**src/rtl/sort_pkg.sv**
```systemverilog
`default_nettype none
// +----------------------------------------------------------------------+
// | sort_pkg : array shape and readout state shared by sorter and drain  |
// | Revision : 1.0                                                       |
// +----------------------------------------------------------------------+
package sort_pkg;

  localparam int SORT_DATA_N = 4;
  localparam int SORT_DATA_W = 4;

  typedef enum logic [0:0] {
    IDLE   = 1'b0,
    STREAM = 1'b1
  } readout_state_t;

endpackage : sort_pkg
`default_nettype wire

```
**src/rtl/sort_readout_if.sv**
```systemverilog
`default_nettype none
// +----------------------------------------------------------------------+
// | sort_readout_if : valid/ready element stream from the readout block  |
// | Revision : 1.0                                                       |
// +----------------------------------------------------------------------+
interface sort_readout_if
  import sort_pkg::*;
#(
  parameter int DATA_W = SORT_DATA_W,
  parameter int IDX_W  = $clog2(SORT_DATA_N)
);

  logic              out_valid;
  logic              out_ready;
  logic [DATA_W-1:0] out_data;
  logic [IDX_W-1:0]  out_idx;
  logic              out_last;

  modport master (
    output out_valid,
    output out_data,
    output out_idx,
    output out_last,
    input  out_ready
  );

  modport slave (
    input  out_valid,
    input  out_data,
    input  out_idx,
    input  out_last,
    output out_ready
  );

endinterface : sort_readout_if
`default_nettype wire

```
**src/rtl/sort_order_chk.sv**
```systemverilog
`default_nettype none
// +----------------------------------------------------------------------+
// | sort_order_chk : flags any adjacent pair that decreases (unsigned)   |
// | Revision : 1.0                                                       |
// +----------------------------------------------------------------------+
module sort_order_chk #(
  parameter int DATA_N = 4,
  parameter int DATA_W = 4
) (
  input  logic [DATA_W-1:0] data [DATA_N],
  output logic              violation
);

  logic [DATA_N-2:0] w_lt;

  generate
    for (genvar i = 1; i < DATA_N; i++) begin : g_cmp
      assign w_lt[i-1] = (data[i] < data[i-1]);
    end
  endgenerate

  assign violation = |w_lt;

endmodule : sort_order_chk
`default_nettype wire

```
**src/rtl/sort_readout.sv**
```systemverilog
`default_nettype none
// +----------------------------------------------------------------------+
// | sort_readout : captures a sorted array and streams it out in order   |
// | Revision : 1.0                                                       |
// +----------------------------------------------------------------------+
module sort_readout
  import sort_pkg::*;
#(
  parameter int DATA_N = SORT_DATA_N,
  parameter int DATA_W = SORT_DATA_W,
  parameter int IDX_W  = $clog2(DATA_N)
) (
  input  logic                clk,
  input  logic                rst_n,
  input  logic [DATA_W-1:0]   sorted_in [DATA_N],
  input  logic                sort_done,
  input  logic                descend,
  sort_readout_if.master      stream,
  output logic                busy,
  output logic                overrun,
  output logic                order_err
);

  localparam logic [IDX_W-1:0] C_PTR_MAX = IDX_W'(DATA_N - 1);

  readout_state_t    r_state;
  readout_state_t    w_next;
  logic [DATA_W-1:0] r_buf [DATA_N];
  logic [IDX_W-1:0]  r_ptr;
  logic              r_desc;
  logic              r_overrun;
  logic              r_order_err;

  logic              w_xfer;
  logic              w_at_last;
  logic              w_fin;
  logic              w_capture;
  logic              w_drop;
  logic              w_viol;

  sort_order_chk #(
    .DATA_N (DATA_N),
    .DATA_W (DATA_W)
  ) u_order_chk (
    .data      (sorted_in),
    .violation (w_viol)
  );

  assign w_xfer    = (r_state == STREAM) && stream.out_ready;
  assign w_at_last = r_desc ? (r_ptr == '0) : (r_ptr == C_PTR_MAX);
  assign w_fin     = w_xfer && w_at_last;
  // A done pulse is only taken when idle or when it lands on the final transfer.
  assign w_capture = sort_done && ((r_state == IDLE) || w_fin);
  assign w_drop    = sort_done && (r_state == STREAM) && !w_fin;

  always_ff @(posedge clk or negedge rst_n) begin
    if (!rst_n) begin
      r_state <= IDLE;
    end else begin
      r_state <= w_next;
    end
  end

  always_comb begin
    w_next = r_state;
    case (r_state)
      IDLE:    if (sort_done) w_next = STREAM;
      STREAM:  if (w_fin && !sort_done) w_next = IDLE;
      default: w_next = IDLE;
    endcase
  end

  always_comb begin
    stream.out_valid = 1'b0;
    stream.out_data  = '0;
    stream.out_idx   = '0;
    stream.out_last  = 1'b0;
    busy             = 1'b0;
    if (r_state == STREAM) begin
      stream.out_valid = 1'b1;
      stream.out_data  = r_buf[r_ptr];
      stream.out_idx   = r_ptr;
      stream.out_last  = w_at_last;
      busy             = 1'b1;
    end
  end

  assign overrun   = r_overrun;
  assign order_err = r_order_err;

  always_ff @(posedge clk or negedge rst_n) begin
    if (!rst_n) begin
      for (int i = 0; i < DATA_N; i++) r_buf[i] <= '0;
    end else if (w_capture) begin
      for (int i = 0; i < DATA_N; i++) r_buf[i] <= sorted_in[i];
    end
  end

  always_ff @(posedge clk or negedge rst_n) begin
    if (!rst_n) begin
      r_ptr       <= '0;
      r_desc      <= 1'b0;
      r_overrun   <= 1'b0;
      r_order_err <= 1'b0;
    end else begin
      r_overrun <= w_drop;
      if (w_capture) begin
        r_desc      <= descend;
        r_ptr       <= descend ? C_PTR_MAX : '0;
        r_order_err <= w_viol;
      end else if (w_xfer && !w_at_last) begin
        r_ptr <= r_desc ? (r_ptr - IDX_W'(1)) : (r_ptr + IDX_W'(1));
      end
    end
  end

endmodule : sort_readout
`default_nettype wire

```
**src/flat_wrapper.sv**
```systemverilog
// flat-port wrapper written by rule: the top's interface ports become plain ports
module sort_readout_flat import sort_pkg::*;
#(
  parameter int DATA_N = SORT_DATA_N,
  parameter int DATA_W = SORT_DATA_W,
  parameter int IDX_W  = $clog2(DATA_N)
)
  (clk, rst_n, sorted_in, sort_done, descend, busy, overrun, order_err, stream_out_valid, stream_out_data, stream_out_idx, stream_out_last, stream_out_ready);
  sort_readout_if #(.DATA_W(DATA_W), .IDX_W(IDX_W)) stream_i ();
  input  logic clk;
  input  logic rst_n;
  input  logic [DATA_W-1:0] sorted_in[DATA_N];
  input  logic sort_done;
  input  logic descend;
  output logic busy;
  output logic overrun;
  output logic order_err;
  output wire logic [$bits(stream_i.out_valid)-1:0] stream_out_valid;
  output wire logic [$bits(stream_i.out_data)-1:0] stream_out_data;
  output wire logic [$bits(stream_i.out_idx)-1:0] stream_out_idx;
  output wire logic [$bits(stream_i.out_last)-1:0] stream_out_last;
  input wire logic [$bits(stream_i.out_ready)-1:0] stream_out_ready;
  assign stream_out_valid = stream_i.out_valid;
  assign stream_out_data = stream_i.out_data;
  assign stream_out_idx = stream_i.out_idx;
  assign stream_out_last = stream_i.out_last;
  assign stream_i.out_ready = stream_out_ready;
  sort_readout #(.DATA_N(DATA_N), .DATA_W(DATA_W), .IDX_W(IDX_W)) u_core (.clk(clk), .rst_n(rst_n), .sorted_in(sorted_in), .sort_done(sort_done), .descend(descend), .stream(stream_i), .busy(busy), .overrun(overrun), .order_err(order_err));
endmodule
```
**config.mk**
```make
export PLATFORM = sky130hd
export DESIGN_NAME = sort_readout_flat
export DESIGN_NICKNAME = d
export VERILOG_FILES = /design/src/rtl/sort_pkg.sv /design/src/rtl/sort_readout_if.sv /design/src/rtl/sort_order_chk.sv /design/src/rtl/sort_readout.sv /design/src/flat_wrapper.sv
export SDC_FILE = /design/constraint.sdc
export NUM_CORES = 1
export LEC_CHECK = 0
export CAP_MARGIN = 20
export CORE_MARGIN = 1.5
export CORE_UTILIZATION = 53
export DETAILED_ROUTE_END_ITERATION = 8
export GPL_TIMING_DRIVEN = 1
export HOLD_SLACK_MARGIN = 0.06
export PLACE_DENSITY = 0.81
export SETUP_SLACK_MARGIN = 0.1
export SYNTH_ARGS = -nofsm -noshare
export SYNTH_HDL_FRONTEND = slang
export SYNTH_SLANG_ARGS = --single-unit
```
**constraint.sdc**
```tcl
create_clock -name clk -period 3.85 [get_ports clk]
set_input_delay 0.9625 -clock clk [delete_from_list [all_inputs] [get_ports clk]]
set_output_delay 0.9625 -clock clk [all_outputs]
set_load 0.03 [all_outputs]
```
==> flow_metrics.env, run 1 <==
export IMPL_maxCapViolations=0
export IMPL_synth_area_sq_mm=0.001410
export IMPL_die_x_um=54.58
export IMPL_grt_pass1_vias=940
export IMPL_critPathMaxFanout=14
export IMPL_drc=0
export IMPL_whs_ns=0.5225
export IMPL_max_freq_mhz=297.3
export IMPL_synth_warnings=0
export IMPL_path_buf_inv=1
export IMPL_finalCritPeriodShare=0.8737
export IMPL_clk_pin_slew_ns=0.12
export IMPL_vias=982
export IMPL_p_per_area_mw_per_mm2=777.4
export IMPL_p_sw_frac=0.3895
export IMPL_p_leak_nw=0.7796
export IMPL_tns_ns=0
export IMPL_antenna_found_initial=0
export IMPL_port_buffers=31
export IMPL_synth_top_area_cell="dfrtp_1"
export IMPL_fin_crit_ns=3.364
export IMPL_hpwl_um=1960
export IMPL_synth_edf_count=0
export IMPL_ys_flop_type="dfrtp_1"
export IMPL_drt_iter0_drc=9
export IMPL_end_kind="output pin"
export IMPL_yosys_top_cells_count="22 x dfrtp_1, 15 x mux2_4, 11 x inv_1"
export IMPL_hold_viol=0
export IMPL_hold_path_depth=1
export IMPL_grt_util_met3=0.03279
export IMPL_ys_ff_latch=22
export IMPL_min_delay_path_class="flop to flop"
export IMPL_synthArstFlopShare=1.000
export IMPL_fin_nets=175
export IMPL_post_cts_buffers=0
export IMPL_synth_area_leaders="dfrtp_1 39%, mux2_4 16%, ha_1 8.0%"
export IMPL_start_util=0.5641
export IMPL_postSynthCellCount=114
export IMPL_postRouteAntennaNets=0
export IMPL_grt_max_degree=23
export IMPL_busiest_layer="met2"
export IMPL_crit_family="flip-flops"
export IMPL_clkPwrFrac=0.078
export IMPL_critPathMaxStageDelay_ns=0.70
export IMPL_r2r_worst_path_cells=4
export IMPL_switching_power_mw=0.5342
export IMPL_fp_dieH_um=54.58
export IMPL_area_growth_pct=25.11
export IMPL_drive_gt1_frac=0.1958
export IMPL_grt_pass1_wl_um=4374
export IMPL_cts_inserted_buffers=3
export IMPL_grt_total_usage=0.2095
export IMPL_cts_tree="built"
export IMPL_wire_per_inst_um=15.66
export IMPL_vdd_drop_max_v=0.0005797
export IMPL_slew_headroom=0.6465
export IMPL_path_cells="mux4_1 > and2_1 > clkdlybuf4s50_1"
export IMPL_overflow=0
export IMPL_pwr_share_seq=0.346
export IMPL_synth_cell_types=30
export IMPL_place_congestion=0.6975
export IMPL_die_area_sq_mm=0.002979
export IMPL_yosysMostFrequentCell="dfrtp_1"
export IMPL_required_ns=2.89
export IMPL_crit_arrival_ns=2.40
export IMPL_grtUsageMet1=0.2789
export IMPL_worstSetupPathDepth=3
export IMPL_clockBufferDepth=2
export IMPL_cts_resized=0
export IMPL_dr_pass1_iters=4
export IMPL_root_buffer="clkbuf_4"
export IMPL_synthesis_nets=144
export IMPL_finalMaxSlewViolations=0
export IMPL_cts_htree_levels=1
export IMPL_combPwrFrac=0.576
export IMPL_finalSetupViolations=0
export IMPL_totalWireLength_um=2709
export IMPL_ys_seq_area_frac=0.3904
export IMPL_critPathLaunchType="flop"
export IMPL_rsz0062_at_grt="false"
export IMPL_clock_latency_ns=0.32
export IMPL_clock_sinks=22
export IMPL_core_rowCount=18
export IMPL_grt_util_met2=0.3333
export IMPL_avgSynthCellArea_sq_um=12.37
export IMPL_p_int_mw=0.8372
export IMPL_postCtsHoldBufs=0
export IMPL_io_pins=32
export IMPL_core_region_area_sq_mm=0.002500
export IMPL_slowest_stage="dfrtp_1"
export IMPL_tightest_slew_ns=0.5302
export IMPL_synth_top_cell_area_share=0.3904
export IMPL_status="completed"
export IMPL_diodes=0
export IMPL_skew_ns=0.01007
export IMPL_vias_per_cell=5.676
export IMPL_critPathKind="flop to output pin"
-- per-layer routing --
metal  vias to the layer above  wire length (um)
met1                       478              1194
met2                        36              1328
met5                         -                 0
li1                        463                 -
met3                         5               134
met4                         0                51
-- area by class of cell --
class / instances / area [sq um]
Multi-Input combinational cell: 74 / 767.0
Timing Repair Buffer: 33 / 345.3
Sequential cell: 22 / 550.5
Inverter: 11 / 41.29
Fill cell: 184 / 735.7
Tap cell: 30 / 37.54
Clock buffer: 3 / 22.52
-- final timing paths --
check / start / end / slack (ns)
hold / removal: u_core.r_buf[5] / u_core.r_buf[5] / 0.52
max in group asynchronous: rst_n / u_core.r_buf[6] / 2.54
setup reg to reg: u_core.r_ptr[1] / u_core.r_buf[13] / 1.89
setup / recovery: u_core.r_ptr[0] / stream_out_data[3] / 0.49
hold reg to reg: u_core.r_buf[5] / u_core.r_buf[5] / 0.52
min in group asynchronous: rst_n / u_core.r_buf[10] / 0.90
-- state kept, by name (all words and copies together), names as in the netlist --
register	count
u_core.r_buf	16
u_core.r_ptr	2
u_core.order_err	1
u_core.overrun	1
u_core.r_desc	1
u_core.r_state	1
-- worst reg2reg max path, cell delays in order, from the launching register on --
cell	delay (ns)
dfrtp_1	0.59
nand4bb_4	0.34
a31oi_4	0.20
buf_4	0.35
mux2_2	0.38
-- stage by stage --
stage               total power [mW]  cell area (sq um)  cells  utilization  setup WS (ns)
finish                         1.371               1764    173       0.7057         0.4864
global route                   1.455               1764    173       0.7057         0.3714
CTS                            1.374               1737    172       0.6947         0.4753
detailed placement             1.265               1714    169       0.6857         0.8380
global placement               1.244               1714    169       0.6857         0.8842
floorplan                      1.033               1410    114            -          1.470
-- placed cells by master, fill, tap and decap left out, types with 2 or more instances in the layout --
master | Yosys | routed
mux2_4 | 15 | 15
nand3_1 | 3 | 3
a31oi_1 | 2 | 2
inv_1 | 11 | 11
nor2_1 | 4 | 4
a211oi_1 | 3 | 3
clkbuf_4 | 0 | 3
nand2b_1 | 3 | 3
o21bai_1 | 3 | 3
ha_1 | 9 | 9
clkdlybuf4s50_1 | 0 | 31
dfrtp_1 | 22 | 22
and2_1 | 7 | 7
o21ai_0 | 7 | 7
nand2_1 | 4 | 4
mux4_2 | 3 | 3
-- power groups by stage --
stage	combinational, mW	sequential (mW)	clock, mW
global placement	0.772	0.472	0
finish	0.790	0.474	0.107
floorplan	0.597	0.436	0
CTS	0.791	0.473	0.110
detailed placement	0.789	0.476	0
global route	0.842	0.492	0.120
-- kinds of logic (layout without fill, tap and decap cells) --
family / Yosys count / after routing / synth area share
AOI/OAI and AO/OA: 19 / 19 / 0.1020
adders and majority gates: 9 / 9 / 0.07986
and+or+nand+nor: 26 / 26 / 0.1278
DFF: 22 / 22 / 0.3904
buffers and inverters: 18 / 47 / 0.06566
muxes: 20 / 20 / 0.2343
Power figures use the tool's default switching activity.
==> inputs of run 2 (changes only) <==
--- a/config.mk
+++ b/config.mk
@@ -5,9 +5,9 @@
 export SDC_FILE = /design/constraint.sdc
 export NUM_CORES = 1
 export LEC_CHECK = 0
-export CAP_MARGIN = 20
 export CORE_MARGIN = 1.5
 export CORE_UTILIZATION = 53
+export CTS_CLUSTER_SIZE = 8
 export DETAILED_ROUTE_END_ITERATION = 8
 export GPL_TIMING_DRIVEN = 1
 export HOLD_SLACK_MARGIN = 0.06
==> run 2 against run 1 <==
Compared with the run above: total power decreased by 0.29%; cell count decreased by 0.58%; clock skew increased by 0.0019 ns; first-iteration DRC count increased by 89%; combinational power decreased by 0.5%; count of clock-buffer cells in the layout unchanged; flip-flop and latch count unchanged.
==> flow_metrics.env, run 2 (same netlist as run 1, synthesis figures left out) <==
export IMPL_status="completed"
export IMPL_pre_cts_slack_ns=0.8380
export IMPL_dr_pass1_iters=4
export IMPL_cts_htree_levels=1
export IMPL_slew_headroom=0.3358
export IMPL_fin_crit_ns=3.373
export IMPL_critPathMaxFanout=14
export IMPL_max_freq_mhz=296.5
export IMPL_grt_pass1_wl_um=4374
export IMPL_wire_per_inst_um=15.56
export IMPL_final_core_util=0.6947
export IMPL_fp_dieH_um=54.58
export IMPL_top_register="u_core.r_buf"
export IMPL_design_area_sq_mm=0.001737
export IMPL_core_rowCount=18
export IMPL_die_area_sq_mm=0.002979
export IMPL_clk_pin_slew_ns=0.12
export IMPL_cts_inserted_buffers=3
export IMPL_finalCritPeriodShare=0.8761
export IMPL_area_growth_pct=23.16
export IMPL_post_place_cells=169
export IMPL_drc=0
export IMPL_drive_gt1_frac=0.1901
export IMPL_top_regs="u_core.r_buf: 16 flops, u_core.r_ptr: 2 flops"
export IMPL_skew_ns=0.01197
export IMPL_core_region_area_sq_mm=0.002500
export IMPL_root_buffer="clkbuf_4"
export IMPL_die_x_um=54.58
export IMPL_clock_sinks=22
export IMPL_antenna_found_initial=0
export IMPL_rsz0062_at_grt="false"
export IMPL_final_common_cell="clkdlybuf4s50_1"
export IMPL_maxCapViolations=0
export IMPL_min_delay_path_class="flop to flop"
export IMPL_hold_viol=0
export IMPL_layout_cells_non_filler=172
export IMPL_totalWireLength_um=2677
export IMPL_worst_slack_ns=0.4769
export IMPL_diodes=0
export IMPL_required_ns=2.89
export IMPL_p_per_area_mw_per_mm2=787.4
export IMPL_postRouteAntennaNets=0
export IMPL_tns_ns=0
export IMPL_drt_iter0_drc=17
export IMPL_post_cts_buffers=0
export IMPL_port_buffers=31
export IMPL_grt_pass1_vias=940
export IMPL_vias_per_cell=5.814
export IMPL_placed_area_sq_mm=0.001714
export IMPL_clock_latency_ns=0.32
export IMPL_start_util=0.5641
export IMPL_place_congestion=0.6975
export IMPL_hpwl_um=1960
export IMPL_vias=1000
export IMPL_critPathLaunchType="flop"
export IMPL_p_leak_nw=0.7670
export IMPL_finalMaxSlewViolations=0
export IMPL_overflow=0
export IMPL_cts_tree="built"
export IMPL_grt_max_degree=23
export IMPL_layout_common_cells="31 x clkdlybuf4s50_1, 22 x dfrtp_1, 15 x mux2_4, 11 x inv_1, 9 x ha_1"
export IMPL_grt_total_usage=0.2095
export IMPL_end_kind="output pin"
export IMPL_tightest_slew_ns=0.9931
export IMPL_cts_resized=0
export IMPL_clockBufferDepth=2
export IMPL_vdd_drop_max_v=0.0005758
export IMPL_crit_arrival_ns=2.41
export IMPL_io_pins=32
export IMPL_largest_reg_flops=16
export IMPL_critPathKind="flop to output pin"
export IMPL_finalSetupViolations=0
export IMPL_postCtsHoldBufs=0
export IMPL_fin_nets=174
[run 2: cell count changes in the layout (fill, tap and decap cells not counted), sizes merged]
| cell | before | now |
|---|---|---|
| buf | 2 | 1 |
[run 2: final timing paths]
check,from,endpoint,slack [ns],cells after the start
setup / recovery,u_core.r_ptr[0],stream_out_data[3],0.48,3
hold / removal,u_core.r_buf[5],u_core.r_buf[5],0.52,1
setup reg to reg,u_core.r_ptr[0],u_core.r_buf[13],1.90,4
hold reg to reg,u_core.r_buf[5],u_core.r_buf[5],0.52,1
max in group asynchronous,rst_n,u_core.r_buf[6],2.07,1
min in group asynchronous,rst_n,u_core.r_ptr[0],1.18,1
[run 2: final cells by class]
class	instances	area (sq um)
clock buffer	3	22.52
fill	190	763.2
inverter	11	41.29
multi-input combinational	74	767.0
sequential	22	550.5
tap	30	37.54
timing repair buffer	32	317.8
[run 2: routing by layer]
metal,vias to the layer above,share of wire,GRT usage
met5,-,0,0
met4,0,0.019,0.09583
met3,5,0.055,0.03279
met2,42,0.48,0.3333
met1,488,0.45,0.2789
li1,465,-,-
[run 2: through the flow]
| step | total power, mW | hold WS, ns |
|---|---|---|
| 6_report | 1.368 | 0.5205 |
| 5_1_grt | 1.450 | 0.5374 |
| 4_1_cts | 1.374 | 0.5231 |
| 3_5_place_dp | 1.265 | 0.4916 |
| 3_3_place_gp | 1.244 | 0.4876 |
| 2_1_floorplan | 1.033 | 0.4733 |
[run 2: where the power goes]
part           internal (mW)  switching (mW)
registers              0.345           0.129
logic                  0.453           0.333
clock network         0.0367          0.0710
total                  0.834           0.533
[run 2: critical path, cell delays in order (launching register included)]
cell and delay, ns:
dfrtp_1 0.70, mux4_1 0.62, and2_1 0.18, clkdlybuf4s50_1 0.59
